`src/rtl/seq_divider16_pkg.sv`:
```
// Shared types and constants for the sequential 16-bit divider.
// Imported by the divider top and its trial-subtract stage.
package seq_divider16_pkg;

   localparam int          DIV_W    = 16;
   localparam int          DIV_CW   = 5;
   localparam logic [15:0] DBZ_QUOT = 16'hFFFF;
   localparam logic [15:0] SMIN     = 16'h8000;

   typedef enum logic [2:0] {
      ST_IDLE,
      ST_SETUP,
      ST_ITER,
      ST_FIXUP,
      ST_DONE
   } state_t;

endpackage

```
`src/rtl/seq_divider16_trial_sub.sv`:
```
// Combinational trial subtract for one restoring-division step.
// Reports the low W bits of the difference and whether it went negative.
module seq_divider16_trial_sub
   import seq_divider16_pkg::*;
#(
   parameter int W = DIV_W
) (
   input  logic [W:0]   a_i,
   input  logic [W:0]   b_i,
   output logic [W-1:0] diff_o,
   output logic         borrow_o
);

   // A non-negative result is always below the divisor, so W bits suffice.
   assign diff_o   = a_i[W-1:0] - b_i[W-1:0];
   assign borrow_o = (a_i < b_i);

endmodule

```
`src/rtl/seq_divider16.sv`:
```
// Multi-cycle restoring divider, one quotient bit per clock, signed or
// unsigned, with start/done handshake and divide-by-zero/overflow flags.
module seq_divider16
   import seq_divider16_pkg::*;
#(
   parameter int W     = DIV_W,
   parameter int CNT_W = DIV_CW
) (
   input  logic         clk,
   input  logic         rst_n,
   input  logic         start,
   input  logic         sign,
   input  logic [W-1:0] dividend,
   input  logic [W-1:0] divisor,
   output logic         busy,
   output logic         done,
   output logic [W-1:0] quotient,
   output logic [W-1:0] remainder,
   output logic         div_by_zero,
   output logic         ovflow
);

   state_t           state_q, state_d;
   logic [W-1:0]     a_q, a_d;
   logic [W-1:0]     b_q, b_d;
   logic             sign_q, sign_d;
   logic             qneg_q, qneg_d;
   logic             rneg_q, rneg_d;
   logic [W-1:0]     bmag_q, bmag_d;
   logic [W-1:0]     racc_q, racc_d;
   logic [W-1:0]     qacc_q, qacc_d;
   logic [CNT_W-1:0] cnt_q, cnt_d;
   logic [W-1:0]     quot_q, quot_d;
   logic [W-1:0]     rmd_q, rmd_d;
   logic             dbz_q, dbz_d;
   logic             ovf_q, ovf_d;

   logic [W-1:0]     amag;
   logic [W-1:0]     bmag;
   logic [W:0]       shifted;
   logic [W-1:0]     diff;
   logic             borrow;

   assign amag    = (sign_q & a_q[W-1]) ? -a_q : a_q;
   assign bmag    = (sign_q & b_q[W-1]) ? -b_q : b_q;
   assign shifted = {racc_q, qacc_q[W-1]};

   seq_divider16_trial_sub #(.W(W)) u_trial (
      .a_i      (shifted),
      .b_i      ({1'b0, bmag_q}),
      .diff_o   (diff),
      .borrow_o (borrow)
   );

   always_comb begin
      state_d = state_q;
      a_d     = a_q;
      b_d     = b_q;
      sign_d  = sign_q;
      qneg_d  = qneg_q;
      rneg_d  = rneg_q;
      bmag_d  = bmag_q;
      racc_d  = racc_q;
      qacc_d  = qacc_q;
      cnt_d   = cnt_q;
      quot_d  = quot_q;
      rmd_d   = rmd_q;
      dbz_d   = dbz_q;
      ovf_d   = ovf_q;
      unique case (state_q)
         ST_IDLE: begin
            if (start) begin
               state_d = ST_SETUP;
               a_d     = dividend;
               b_d     = divisor;
               sign_d  = sign;
               dbz_d   = 1'b0;
               ovf_d   = 1'b0;
            end
         end
         ST_SETUP: begin
            qneg_d = sign_q & (a_q[W-1] ^ b_q[W-1]);
            rneg_d = sign_q & a_q[W-1];
            bmag_d = bmag;
            if (b_q == '0) begin
               state_d = ST_DONE;
               quot_d  = DBZ_QUOT;
               rmd_d   = a_q;
               dbz_d   = 1'b1;
            end else begin
               state_d = ST_ITER;
               cnt_d   = '0;
               racc_d  = '0;
               qacc_d  = amag;
            end
         end
         ST_ITER: begin
            racc_d = borrow ? shifted[W-1:0] : diff;
            qacc_d = {qacc_q[W-2:0], ~borrow};
            cnt_d  = cnt_q + 1'b1;
            if (cnt_q == CNT_W'(W - 1)) begin
               state_d = ST_FIXUP;
            end
         end
         ST_FIXUP: begin
            // Truncating division: remainder follows the dividend sign.
            quot_d  = qneg_q ? -qacc_q : qacc_q;
            rmd_d   = rneg_q ? -racc_q : racc_q;
            ovf_d   = sign_q & (a_q == SMIN) & (b_q == '1);
            state_d = ST_DONE;
         end
         ST_DONE: begin
            state_d = ST_IDLE;
         end
         default: begin
            state_d = ST_IDLE;
         end
      endcase
   end

   always_ff @(posedge clk or negedge rst_n) begin
      if (!rst_n) begin
         state_q <= ST_IDLE;
         a_q     <= '0;
         b_q     <= '0;
         sign_q  <= 1'b0;
         qneg_q  <= 1'b0;
         rneg_q  <= 1'b0;
         bmag_q  <= '0;
         racc_q  <= '0;
         qacc_q  <= '0;
         cnt_q   <= '0;
         quot_q  <= '0;
         rmd_q   <= '0;
         dbz_q   <= 1'b0;
         ovf_q   <= 1'b0;
      end else begin
         state_q <= state_d;
         a_q     <= a_d;
         b_q     <= b_d;
         sign_q  <= sign_d;
         qneg_q  <= qneg_d;
         rneg_q  <= rneg_d;
         bmag_q  <= bmag_d;
         racc_q  <= racc_d;
         qacc_q  <= qacc_d;
         cnt_q   <= cnt_d;
         quot_q  <= quot_d;
         rmd_q   <= rmd_d;
         dbz_q   <= dbz_d;
         ovf_q   <= ovf_d;
      end
   end

   assign busy        = (state_q != ST_IDLE);
   assign done        = (state_q == ST_DONE);
   assign quotient    = quot_q;
   assign remainder   = rmd_q;
   assign div_by_zero = dbz_q;
   assign ovflow      = ovf_q;

endmodule

```
`config.mk`:
```
export PLATFORM = sky130hd
export DESIGN_NAME = seq_divider16
export DESIGN_NICKNAME = d
export VERILOG_FILES = /design/src/rtl/seq_divider16_pkg.sv /design/src/rtl/seq_divider16_trial_sub.sv /design/src/rtl/seq_divider16.sv
export SDC_FILE = /design/constraint.sdc
export NUM_CORES = 1
export LEC_CHECK = 0
export ABC_CLOCK_PERIOD_IN_PS = 4000
export CORE_ASPECT_RATIO = 0.5
export CORE_UTILIZATION = 60
export CTS_CLUSTER_DIAMETER = 120
export DETAILED_ROUTE_END_ITERATION = 8
export HOLD_SLACK_MARGIN = 0.08
export PLACE_DENSITY = 0.83
export SYNTH_ARGS = -nofsm -noshare
export SYNTH_HDL_FRONTEND = slang
export SYNTH_SLANG_ARGS = --single-unit
```
`constraint.sdc`:
```
create_clock -name clk -period 4 [get_ports clk]
set_input_delay 0.8 -clock clk [delete_from_list [all_inputs] [get_ports clk]]
set_output_delay 0.8 -clock clk [all_outputs]
set_load 0.005 [all_outputs]
```
* Yosys cells after proc, flatten, opt, wreduce, memory -nomap -nowiden
Cells that the tools add are included.
Storage, ports and cells: bits in registers 125, input bits 36, output and inout bits 36
Operators by class: add/sub/neg operators 6, $lt $le $gt $ge 1, equality and inequality tests 11, muxes and demuxes 23, bitwise logic cells 7, reduce and logical (&&, ||, !) cells 13
Operator list (number):
- $mux 16 | 9
- $pmux 16 s2 | 4
- $neg 16->16 | 4
- $eq 16x16->1 const B | 2
- $lt 17x16->1 | 1
- $logic_not 16->1 | 1
- $sub 16x16->16 | 1
- $pmux 3 s4 | 1
- $pmux 5 s2 | 1
- $reduce_and 2->1 | 5
- $mux 3 | 3
- $ne 2x2->1 const B | 4
- $reduce_bool 2->1 | 4
- $eq 3x2->1 const B | 2
- $add 5x1->5 const B | 1
- $and 1x1->1 | 5
- $eq 5x4->1 const B | 1
- $mux 5 | 1
- $pmux 1 s2 | 2
- $eq 3x1->1 const B | 1
- $eq 3x3->1 const B | 1
- $logic_not 3->1 | 1
- $reduce_and 3->1 | 1
- $reduce_bool 3->1 | 1
- other kinds (3) | 4

* Longest topological paths before layout
Gate-level depths: netlist of run 1.
depth in word-level cells 4, depth in mapped cells 10, depth with buffers taken out 10

* Cells and area by module
From an unflattened synthesis of run 1, not the netlist that was laid out.
Unflattened totals: cells, all modules 749, area total of the unflattened synthesis 7218.2 µm²
By module, submodules not included:
- seq_divider16 | instances 1, cells an instance 619, area an instance 6338.6 µm²
- seq_divider16_trial_sub | instances 1, cells an instance 130, area an instance 879.6 µm²

* Worst setup path before layout of run 1
OpenSTA, ideal clock, no wires.
path kind flip-flop to flip-flop, start register racc_q[7], end register racc_q[14], arrival time 2.257 ns, required time 3.905 ns, slack 1.647 ns, stages on the path, launching flop included 9, buffers on the path 1, clock period less this slack 2.353 ns, cells stage by stage dfrtp_1 ha_1 and2_1 a211oi_1 nor3_1 a221oi_1 buf_2 a32oi_1 o31ai_1
On the way: word-level cells in the longest chain between the ends 3
Ends and longest elaborated chain:
- start, declared | RTL line seq_divider16.sv:30 | logic [W-1:0] racc_q, racc_d;
- start signal, assigned | RTL line seq_divider16.sv:145 | racc_q <= racc_d;
- $sub 16x16->16 / $lt 17x16->1 (equally long branches) | RTL line seq_divider16_trial_sub.sv:15, seq_divider16_trial_sub.sv:16
- $mux 16 * | RTL line seq_divider16.sv:98 | racc_d = borrow ? shifted[W-1:0] : diff;
- $pmux 16 s2 * | RTL line seq_divider16.sv:70 | unique case (state_q)
Mark *: on every way between the ends. The rest lies on a longest branch, timed or not. A chain may end at the register's enable or synchronous reset.

* Worst setup path after layout of run 1
start register b_q[1], end register racc_q[9]
On the way: word-level cells in the longest chain between the ends 3
Ends and longest elaborated chain:
- start, declared | RTL line seq_divider16.sv:25 | logic [W-1:0] b_q, b_d;
- start signal, assigned | RTL line seq_divider16.sv:125 | b_q <= '0;
- start signal, assigned | RTL line seq_divider16.sv:140 | b_q <= b_d;
- $logic_not 16->1 | RTL line seq_divider16.sv:85 | if (b_q == '0) begin
- $ne 2x2->1 (no source line)
- $reduce_and 2->1 (no source line)
No other way between the ends.

==> metrics.yaml, run 1 <==
run_status:
  outcome: "finished, final reports clean"
global_route:
  antenna_found_initial: 0
  grt_pass1_vias: 5806
  grt_pass1_wl_mm: 29.3
  grt_max_degree: 73
  overflow: 0
  grt_usage_pct: 31.1
job:
  maxCapViolations: 0
synthesis:
  synth-seq-cells: 125
  ys_warn_count: 0
  ys_types: 62
  avgSynthCellArea_um2: 9.43
  synthArstFlopShare_pct: 100
  synth_top_flop_cell: "dfrtp_1"
  synthCells: 756
  synth-edff-count: 0
  synth_seq_area_share_pct: 43.9
  synth_nets: 816
  syn-cell-area_um2: 7130
detailed_routing:
  drc: 0
  drt_iter0_markers: 746
  drt_pass1_iterations: 5
  ant_nets: 0
  routed_wl_mm: 18.0
  viasPerCell: 6.23
  routedWlPerCell_um: 18.4
  via_count: 6121
die:
  start_util_pct: 63.2
  row_count: 27
  die-width_um: 156
  pin_count: 72
  dieHeight_um: 79.1
  die-area_um2: 12400
  core_um2: 11300
sta:
  finalSetupTns_ps: 0
  finalSetupViolCount: 0
  skew_ps: 8.13
  relSlewSlack_pct: 33.4
  hold_violations: 0
  tightest_slew_ps: 996
  clock.fmax_mhz: 326
  fin_crit_ps: 3070
  slew_violations: 0
  finalCritPeriodShare_pct: 76.7
  rsz0062_at_grt: "no"
pwr:
  ir_worst_vdd_mv: 0.415
  sw_frac_of_total_pct: 43.1
  p_leak_nw: 3.60
  power_frac_clock_pct: 19.7
  power.share.sequential_pct: 31.7
  share_comb_of_total_power_pct: 48.6
  net-switching-power_w: 0.00357
  powerDensity_nw_per_um2: 971
  internal_power_w: 0.00471
final_layout:
  n_fill_cell: 787
  diodes: 0
  final_nets: 871
  drive_above_1_share_pct: 9.10
  area_growth_pct: 19.6
  final_core_util_pct: 75.6
worst_setup_path:
  rr_worst_depth: 10
  reg2reg_to: "racc_q[9]"
  start_kind: "flip-flop"
  worstPathRequired_ps: 4320
  crit_fanout: 19
  crit_type: "flip-flop to flip-flop"
  reg2reg_from: "b_q[1]"
  endpoint_kind: "flip-flop"
  r2r_slack_ps: 930
  crit_start: "b_q[1]"
  cp.arrival_ps: 3380
  crit_end: "racc_q[9]"
cts:
  clock_latency_ps: 420
  htree_num_levels: 4
  cts_made_buffers: 17
  cts_root_buf: "clkbuf_16"
  cts_sinks: 125
  post_cts_buffers: 0
  hold_buffers: 0
  post_cts_resized: 0
  clk_pin_slew_ps: 60
  cts_tree: "yes"
  clock_path_buffers: 2
place:
  gp_congestion: 0.939
  hpwl_mm: 12.5
  port_buffers: 71
worst_hold_path:
  hold_path.class: "flip-flop to flip-flop"
[logic make-up (layout without fill, tap and decap cells)]
| kind of cell | after synthesis | in the layout | share of synthesized area (%) |
|---|---|---|---|
| AO/OA/AOI/OAI | 218 | 218 | 19.7 |
| XOR/XNOR | 63 | 63 | 7.74 |
| adder cells (fa/ha/maj) | 24 | 24 | 4.32 |
| buffers and inverters | 76 | 144 | 4.54 |
| flip-flops | 125 | 125 | 43.9 |
| multiplexers | 32 | 32 | 4.96 |
| AND/OR/NAND/NOR | 218 | 218 | 14.9 |
[cells in the final DEF (no fill, tap or decap), types with 9 or more instances in the layout]
master / Yosys / final
nor3_1: 16 / 16
a221o_1: 13 / 13
o31ai_1: 14 / 14
a21oi_1: 48 / 48
and2_1: 9 / 9
o22ai_1: 9 / 9
nor2_1: 60 / 59
clkbuf_16: 0 / 17
xor2_1: 23 / 23
a32oi_1: 13 / 13
nand2_1: 78 / 78
inv_1: 34 / 34
ha_1: 23 / 23
dfrtp_1: 125 / 125
clkdlybuf4s50_1: 0 / 70
o21ai_0: 65 / 65
o21ai_1: 9 / 9
mux2_2: 27 / 27
xnor2_1: 40 / 40
[how the worst min path moves through the flow]
| stage | start | end | slack, ps | depth (start not counted) |
|---|---|---|---|---|
| 6_report | bmag_q[2] | bmag_q[2] | 480 | 2 |
| 5_1_grt | bmag_q[2] | bmag_q[2] | 510 | 2 |
| 4_1_cts | bmag_q[2] | bmag_q[2] | 480 | 2 |
| 3_5_place_dp | bmag_q[2] | bmag_q[2] | 470 | 2 |
| 3_3_place_gp | bmag_q[13] | bmag_q[13] | 460 | 2 |
| 2_1_floorplan | cnt_q[3] | cnt_q[3] | 450 | 1 |
[stage by stage]
step / cell area [um^2] / instances / power, W / setup WS, ps / hold WS (ps)
final: 8530 / 983 / 0.00829 / 932 / 479
after CTS: 8530 / 983 / 0.00822 / 986 / 484
after floorplan: 7130 / 756 / 0.00534 / 1650 / 449
after global placement: 7910 / 951 / 0.00638 / 1120 / 465
after detailed placement: 7910 / 951 / 0.00652 / 1020 / 472
after global routing: 8530 / 983 / 0.00884 / 695 / 505
[Yosys cell counts (3+ instances only)]
library cell,instances,share of area [%]
o21a_1,3,0.32
mux2i_1,5,0.70
nor3b_1,5,0.53
nand3_1,6,0.42
a211oi_1,3,0.32
mux2_2,27,4.3
o21ai_1,9,0.63
nand2_1,78,4.1
o21ai_0,65,4.6
inv_1,34,1.8
xor2_1,23,2.8
nor3_1,16,1.1
or3_1,8,0.70
clkbuf_1,29,1.5
nand2b_1,3,0.26
o221ai_1,4,0.49
a31oi_1,7,0.61
o22ai_1,9,0.79
and2_1,9,0.79
o22a_1,3,0.37
a21oi_1,48,3.4
dfrtp_1,125,44
a32oi_1,13,1.6
o41ai_1,3,0.37
o31ai_1,14,1.5
a21o_1,7,0.74
nand4_1,8,0.70
nor2_1,60,3.2
a221o_1,13,1.8
buf_2,7,0.49
buf_6,3,0.47
xnor2_1,40,4.9
ha_1,23,4.0
nor2b_1,6,0.53
nor4_1,7,0.61
[layout make-up]
type,instances,area (um^2),share of cell area (%)
inverters,35,131,1.54
multi-input cells,555,3690,43.2
clock buffers,18,439,5.15
repair buffers,77,766,8.98
well taps,159,199,2.33
clock inverters,14,180,2.11
flip-flops and latches,125,3130,36.7
[routing by layer]
| metal | part of all wire, % | vias up | wire length, um | track usage (%) |
|---|---|---|---|---|
| li1 | - | 2831 | - | - |
| met1 | 43 | 2955 | 7830 | 42.5 |
| met2 | 47 | 283 | 8430 | 49.4 |
| met3 | 7.3 | 52 | 1310 | 5.29 |
| met4 | 2.6 | 0 | 472 | 13.5 |
| met5 | 0 | - | 0 | 0 |
[power groups by stage]
stage | clock, W | sequential [W] | combinational [W]
final | 0.00163 | 0.00263 | 0.00403
after global routing | 0.00169 | 0.00271 | 0.00444
after CTS | 0.00163 | 0.00260 | 0.00399
after detailed placement | 0 | 0.00260 | 0.00392
after global placement | 0 | 0.00258 | 0.00381
after floorplan | 0 | 0.00235 | 0.00299
[sequential cells by signal, indices dropped and copies added (netlist names)]
| register | cells |
|---|---|
| a_q | 16 |
| qneg_q | 1 |
| racc_q | 16 |
| sign_q | 1 |
| cnt_q | 5 |
| bmag_q | 16 |
| b_q | 16 |
| quotient | 16 |
| div_by_zero | 1 |
| state_q | 3 |
| remainder | 16 |
| ovflow | 1 |
| rneg_q | 1 |
| qacc_q | 16 |
[critical path, stage by stage, from the launching register on]
cell      delay [ps]
dfrtp_1          440
inv_1            120
ha_1             230
nor2b_1          290
nand4b_4         190
o31ai_4          250
buf_4            270
and2_1           610
buf_4            350
a32oi_1           80
o31ai_1          110
Power figures use the tool's default switching activity.
==> inputs of run 2 (changes only) <==
ABC_CLOCK_PERIOD_IN_PS = 2970   (was 4000)
CORE_UTILIZATION = 58   (was 60)
PLACE_DENSITY = 0.81   (was 0.83)
clock period = 2.97 ns   (was 4 ns; I/O delays follow)
==> run 2 against run 1 <==
Wire length is 1.4% higher. Sequential power is 34% higher. Final cell count is 1.6% higher. Sequential share of layout area is 0.37 points lower. Via count is 1.3% lower. Count of clock-buffer cells in the layout stayed put. Clock skew is 6.0 ps higher. Core utilization is 3.3 points lower. Non-clock buffer count is 10 higher. Register-to-register slack worse by 640 ps. Critical path depth is 2 lower. First-iteration DRC count is 24% lower. Critical path type unchanged. Largest cell class unchanged. Highest routed layer unchanged.
==> metrics.yaml, run 2 (synthesis results as in run 1) <==
sta:
  fin_crit_ps: 2680  # was 3070 ps
  finalSetupViolCount: 0  # unchanged
  hold_violations: 0  # unchanged
  tightest_slew_ps: 855  # was 996 ps
  slew_violations: 0  # unchanged
  clock.fmax_mhz: 373  # was 326 MHz
  skew_ps: 14.1  # was 8.13 ps
  finalSetupTns_ps: 0  # unchanged
  hold_ws_ps: 187  # was 479 ps
  relSlewSlack_pct: 42.8  # was 33.4%
  finalCritPeriodShare_pct: 90.3  # was 76.7%
  rsz0062_at_grt: "no"  # unchanged
worst_setup_path:
  start_kind: "flip-flop"  # unchanged
  crit_type: "flip-flop to flip-flop"  # unchanged
  cp.arrival_ps: 2960  # was 3380 ps
  crit_fanout: 7  # was 19
  endpoint_kind: "flip-flop"  # unchanged
  worstPathRequired_ps: 3250  # was 4320 ps
final_layout:
  diodes: 0  # unchanged
  n_fill_cell: 859  # was 787
  final_nets: 881  # was 871
  postLayoutCellArea_um2: 8620  # was 8530 um^2
  multi_input_area_um2: 3690  # unchanged
  final_core_util_pct: 72.4  # was 75.6%
  seqCellArea_um2: 3130  # unchanged
  drive_above_1_share_pct: 10.1  # was 9.10%
  area_growth_pct: 20.8  # was 19.6%
  final_cell_mix: "dfrtp_1, nand2_1, clkdlybuf4s50_1, o21ai_0, nor2_1"  # unchanged
  finalNonFillerCells: 999  # was 983
  final_common_cell: "dfrtp_1"  # unchanged
die:
  pin_count: 72  # unchanged
  row_count: 28  # was 27
  dieHeight_um: 80.4  # was 79.1 um
  core_um2: 11900  # was 11300 um^2
  die-area_um2: 12800  # was 12400 um^2
  start_util_pct: 59.9  # was 63.2%
  die-width_um: 159  # was 156 um
global_route:
  grt_pass1_wl_mm: 28.8  # was 29.3 mm
  grt_pass1_vias: 5702  # was 5806
  antenna_found_initial: 0  # unchanged
  overflow: 0  # unchanged
  grt_usage_pct: 29.4  # was 31.1%
  grt_max_degree: 59  # was 73
cts:
  cts_made_buffers: 17  # unchanged
  htree_num_levels: 4  # unchanged
  clock_latency_ps: 430  # was 420 ps
  cts_tree: "yes"  # unchanged
  clk_pin_slew_ps: 60  # about the same
  post_cts_buffers: 0  # unchanged
  hold_buffers: 0  # unchanged
  cts_sinks: 125  # unchanged
  cts_root_buf: "clkbuf_16"  # unchanged
  clock_path_buffers: 2  # unchanged
  post_cts_resized: 0  # unchanged
pwr:
  ir_worst_vdd_mv: 0.549  # was 0.415 mV
  powerDensity_nw_per_um2: 1310  # was 971 nW/um^2
  p_leak_nw: 3.65  # was 3.60 nW
place:
  dp.cells: 967  # was 951
  port_buffers: 71  # unchanged
  hpwl_mm: 13.0  # was 12.5 mm
  placed_cell_area_um2: 8010  # was 7910 um^2
  gp_congestion: 0.889  # was 0.939
detailed_routing:
  drc: 0  # unchanged
  drt_pass1_iterations: 7  # was 5
  viasPerCell: 6.05  # was 6.23
  via_count: 6043  # was 6121
  drt_iter0_markers: 565  # was 746
  routedWlPerCell_um: 18.3  # was 18.4 um
  routed_wl_mm: 18.3  # was 18.0 mm
  ant_nets: 0  # unchanged
job:
  maxCapViolations: 0  # unchanged
worst_hold_path:
  hold_path.class: "input port to async pin"  # was flip-flop to flip-flop
run_status:
  outcome: "finished, final reports clean"  # unchanged
[run 2: final timing paths]
kind	cells past startpoint	end	from	slack, ps
worst max-delay path	8	racc_q[1]	racc_q[7]	290
worst min-delay path	1	quotient[13]	rst_n	190
worst max register to register	8	racc_q[1]	racc_q[7]	290
worst min register to register	2	bmag_q[6]	bmag_q[6]	480
max in group asynchronous	2	racc_q[0]	rst_n	2030
min in group clk	2	bmag_q[6]	bmag_q[6]	480
[run 2: final cells by class]
cell class                 instances  area share, %
tap                              165           2.40
timing repair buffer              87           9.90
clock buffer                      18           4.98
multi-input combinational        555           42.8
sequential                       125           36.3
inverter                          35           1.52
clock inverter                    14           2.12
[run 2: layer usage]
| metal | up-vias | track usage, % | part of all wire [%] |
|---|---|---|---|
| li1 | 2857 | - | - |
| met1 | 2927 | 39.4 | 45 |
| met2 | 220 | 47.3 | 46 |
| met3 | 39 | 5.84 | 6.6 |
| met4 | 0 | 11.7 | 2.0 |
| met5 | - | 0 | 0 |
[run 2: critical path, stage by stage (launching register included)]
cell	delay (ps)
dfrtp_1	460
ha_1	410
and2_1	220
a211oi_1	340
nor3_1	120
a221o_1	380
o21ai_2	260
buf_4	200
o221ai_1	130
[run 2: through the flow]
stage | setup WS, ps | total power (W)
2_1_floorplan | 617 | 0.00719
5_1_grt | 114 | 0.0120
6_report | 289 | 0.0113
3_3_place_gp | 431 | 0.00877
3_5_place_dp | 367 | 0.00893
4_1_cts | 327 | 0.0112
[run 2: power by group]
part	total [W]	switching (W)	internal (W)
Clock	0.00218	0.000840	0.00134
Sequential	0.00352	0.00103	0.00249
Combinational	0.00556	0.00299	0.00257
==> inputs of run 3 (changes only) <==
HOLD_SLACK_MARGIN = 0.05   (was 0.08)
REMOVE_ABC_BUFFERS = 1   (was not set)
==> run 3 against run 2 <==
Via count hardly changed. Wire length is 3.2% lower. Clock power is 2% higher. Combinational power is 2% lower. Clock skew is 4.0 ps lower. Global-route usage is 0.13 points higher. Setup slack better by 52 ps. Sequential cell count stayed put. Critical path type unchanged.
==> metrics.yaml, run 3 (synthesis results as in run 1) <==
cts:
  post_cts_resized: 0  # unchanged
  post_cts_buffers: 0  # unchanged
  clock_path_buffers: 2  # unchanged
  cts_root_buf: "clkbuf_16"  # unchanged
  cts_sinks: 125  # unchanged
  hold_buffers: 0  # unchanged
  clock_latency_ps: 430  # about the same
  clk_pin_slew_ps: 60  # about the same
  htree_num_levels: 4  # unchanged
  cts_made_buffers: 17  # unchanged
  cts_tree: "yes"  # unchanged
die:
  start_util_pct: 59.9  # unchanged
  dieHeight_um: 80.4  # unchanged
  core_um2: 11900  # unchanged
  pin_count: 72  # unchanged
  row_count: 28  # unchanged
  die-area_um2: 12800  # unchanged
  die-width_um: 159  # unchanged
sta:
  rsz0062_at_grt: "no"  # unchanged
  slew_violations: 0  # unchanged
  tightest_slew_ps: 920  # was 855 ps
  finalSetupTns_ps: 0  # unchanged
  fin_crit_ps: 2630  # was 2680 ps
  relSlewSlack_pct: 38.5  # was 42.8%
  finalCritPeriodShare_pct: 88.5  # was 90.3%
  hold_violations: 0  # unchanged
  finalSetupViolCount: 0  # unchanged
  clock.fmax_mhz: 380  # was 373 MHz
  skew_ps: 10.2  # was 14.1 ps
worst_setup_path:
  crit_start: "racc_q[7]"  # unchanged
  worst-path-stages: 8  # unchanged
  worstPathRequired_ps: 3300  # was 3250 ps
  cp_slowest_stage_delay_ps: 470  # was 460 ps
  crit_type: "flip-flop to flip-flop"  # unchanged
  path_buf_inv: 1  # unchanged
  rr_worst_depth: 8  # unchanged
  cp_cell_sequence: "ha_1 -> and2_1 -> a211oi_1 -> nor3_1 -> a221oi_1 -> buf_4 -> nand2_1 -> o221ai_1"  # was ha_1 -> and2_1 -> a211oi_1 -> nor3_1 -> a221o_1 -> o21ai_2 -> buf_4 -> o221ai_1
  start_kind: "flip-flop"  # unchanged
  crit_slowest_cell: "dfrtp_1"  # unchanged
  cp_top_family: "compound AO/OA/AOI/OAI gates"  # unchanged
  endpoint_kind: "flip-flop"  # unchanged
  cp.arrival_ps: 2960  # about the same
  reg2reg_from: "racc_q[7]"  # unchanged
  crit_fanout: 14  # was 7
final_layout:
  final_common_cell: "dfrtp_1"  # unchanged
  area_growth_pct: 21.2  # was 20.8%
  postLayoutCellArea_um2: 8640  # was 8620 um^2
  seqCellArea_um2: 3130  # unchanged
  final_nets: 882  # was 881
  finalNonFillerCells: 1000  # was 999
  n_fill_cell: 884  # was 859
  diodes: 0  # unchanged
  multi_input_area_um2: 3690  # unchanged
  drive_above_1_share_pct: 10.3  # was 10.1%
  final_core_util_pct: 72.5  # was 72.4%
  final_cell_mix: "dfrtp_1, nand2_1, clkdlybuf4s50_1, o21ai_0, nor2_1"  # unchanged
global_route:
  grt_max_degree: 52  # was 59
  antenna_found_initial: 0  # unchanged
  grt_pass1_vias: 5797  # was 5702
  grt_pass1_wl_mm: 29.1  # was 28.8 mm
  overflow: 0  # unchanged
  grt_usage_pct: 29.5  # was 29.4%
pwr:
  power_frac_clock_pct: 19.9  # was 19.3%
  net-switching-power_w: 0.00478  # was 0.00486 W
  sw_frac_of_total_pct: 42.8  # was 43.2%
  share_comb_of_total_power_pct: 48.7  # was 49.4%
  ir_worst_vdd_mv: 0.576  # was 0.549 mV
  power.share.sequential_pct: 31.5  # was 31.3%
  total_power_w: 0.0112  # was 0.0113 W
  internal_power_w: 0.00640  # about the same
  powerDensity_nw_per_um2: 1290  # was 1310 nW/um^2
  p_leak_nw: 3.66  # was 3.65 nW
place:
  port_buffers: 71  # unchanged
  hpwl_mm: 12.7  # was 13.0 mm
  gp_congestion: 0.885  # was 0.889
  dp.cells: 968  # was 967
  placed_cell_area_um2: 8010  # about the same
worst_hold_path:
  hold_path.class: "input port to async pin"  # unchanged
run_status:
  outcome: "finished, final reports clean"  # unchanged
detailed_routing:
  via_count: 6045  # was 6043
  viasPerCell: 6.05  # about the same
  routed_wl_mm: 17.7  # was 18.3 mm
  drc: 0  # unchanged
  routedWlPerCell_um: 17.7  # was 18.3 um
  drt_pass1_iterations: 6  # was 7
  drt_iter0_markers: 480  # was 565
  ant_nets: 0  # unchanged
job:
  maxCapViolations: 0  # unchanged
run 3: cell count changes in the layout (fill, tap and decap cells not counted), sizes merged:
| cell | previous run | this run |
|---|---|---|
| inv | 41 | 43 |
| clkinvlp | 2 | 1 |
| buf | 17 | 18 |
| clkbuf | 18 | 17 |
run 3: per-stage QoR:
step | hold slack (ps) | setup slack [ps]
after global routing | 137 | 179
after CTS | 123 | 393
after floorplan | 298 | 110
after detailed placement | 470 | 406
final | 105 | 341
after global placement | 463 | 466
run 3: per-layer routing:
| metal | global-route usage [%] | share of wire, % | vias to the layer above |
|---|---|---|---|
| met5 | 0 | 0 | - |
| met4 | 10.8 | 1.5 | 0 |
| met1 | 38.8 | 44 | 2939 |
| li1 | - | - | 2861 |
| met3 | 5.42 | 6.5 | 26 |
| met2 | 49.4 | 48 | 219 |
run 3: power groups by stage:
stage	Sequential [W]	Clock (W)	Combinational, W
floorplan	0.00324	0	0.00377
CTS	0.00350	0.00223	0.00542
global route	0.00364	0.00231	0.00601
finish	0.00352	0.00222	0.00544
global placement	0.00346	0	0.00519
detailed placement	0.00351	0	0.00534
run 3: worst reg2reg max path: cells and delay by family (launching register included):
kind | cells | cell delay [ps]
flops | 1 | 470
compound gates | 3 | 940
buf+inv | 1 | 250
simple gates | 3 | 480
fa+ha+maj | 1 | 400
run 3: worst paths after layout:
kind | to | slack, ps
max in group asynchronous | racc_q[11] | 2130
setup reg to reg | racc_q[0] | 340
hold reg to reg | cnt_q[3] | 480
setup / recovery | racc_q[0] | 340
min in group clk | cnt_q[3] | 480
hold / removal | qacc_q[13] | 100
run 3: layout make-up:
class,instances,share of cell area (%)
timing repair buffer,88,9.96
tap,165,2.39
clock buffer,17,4.92
inverter,35,1.52
clock inverter,15,2.33
multi-input combinational,555,42.7
sequential,125,36.2
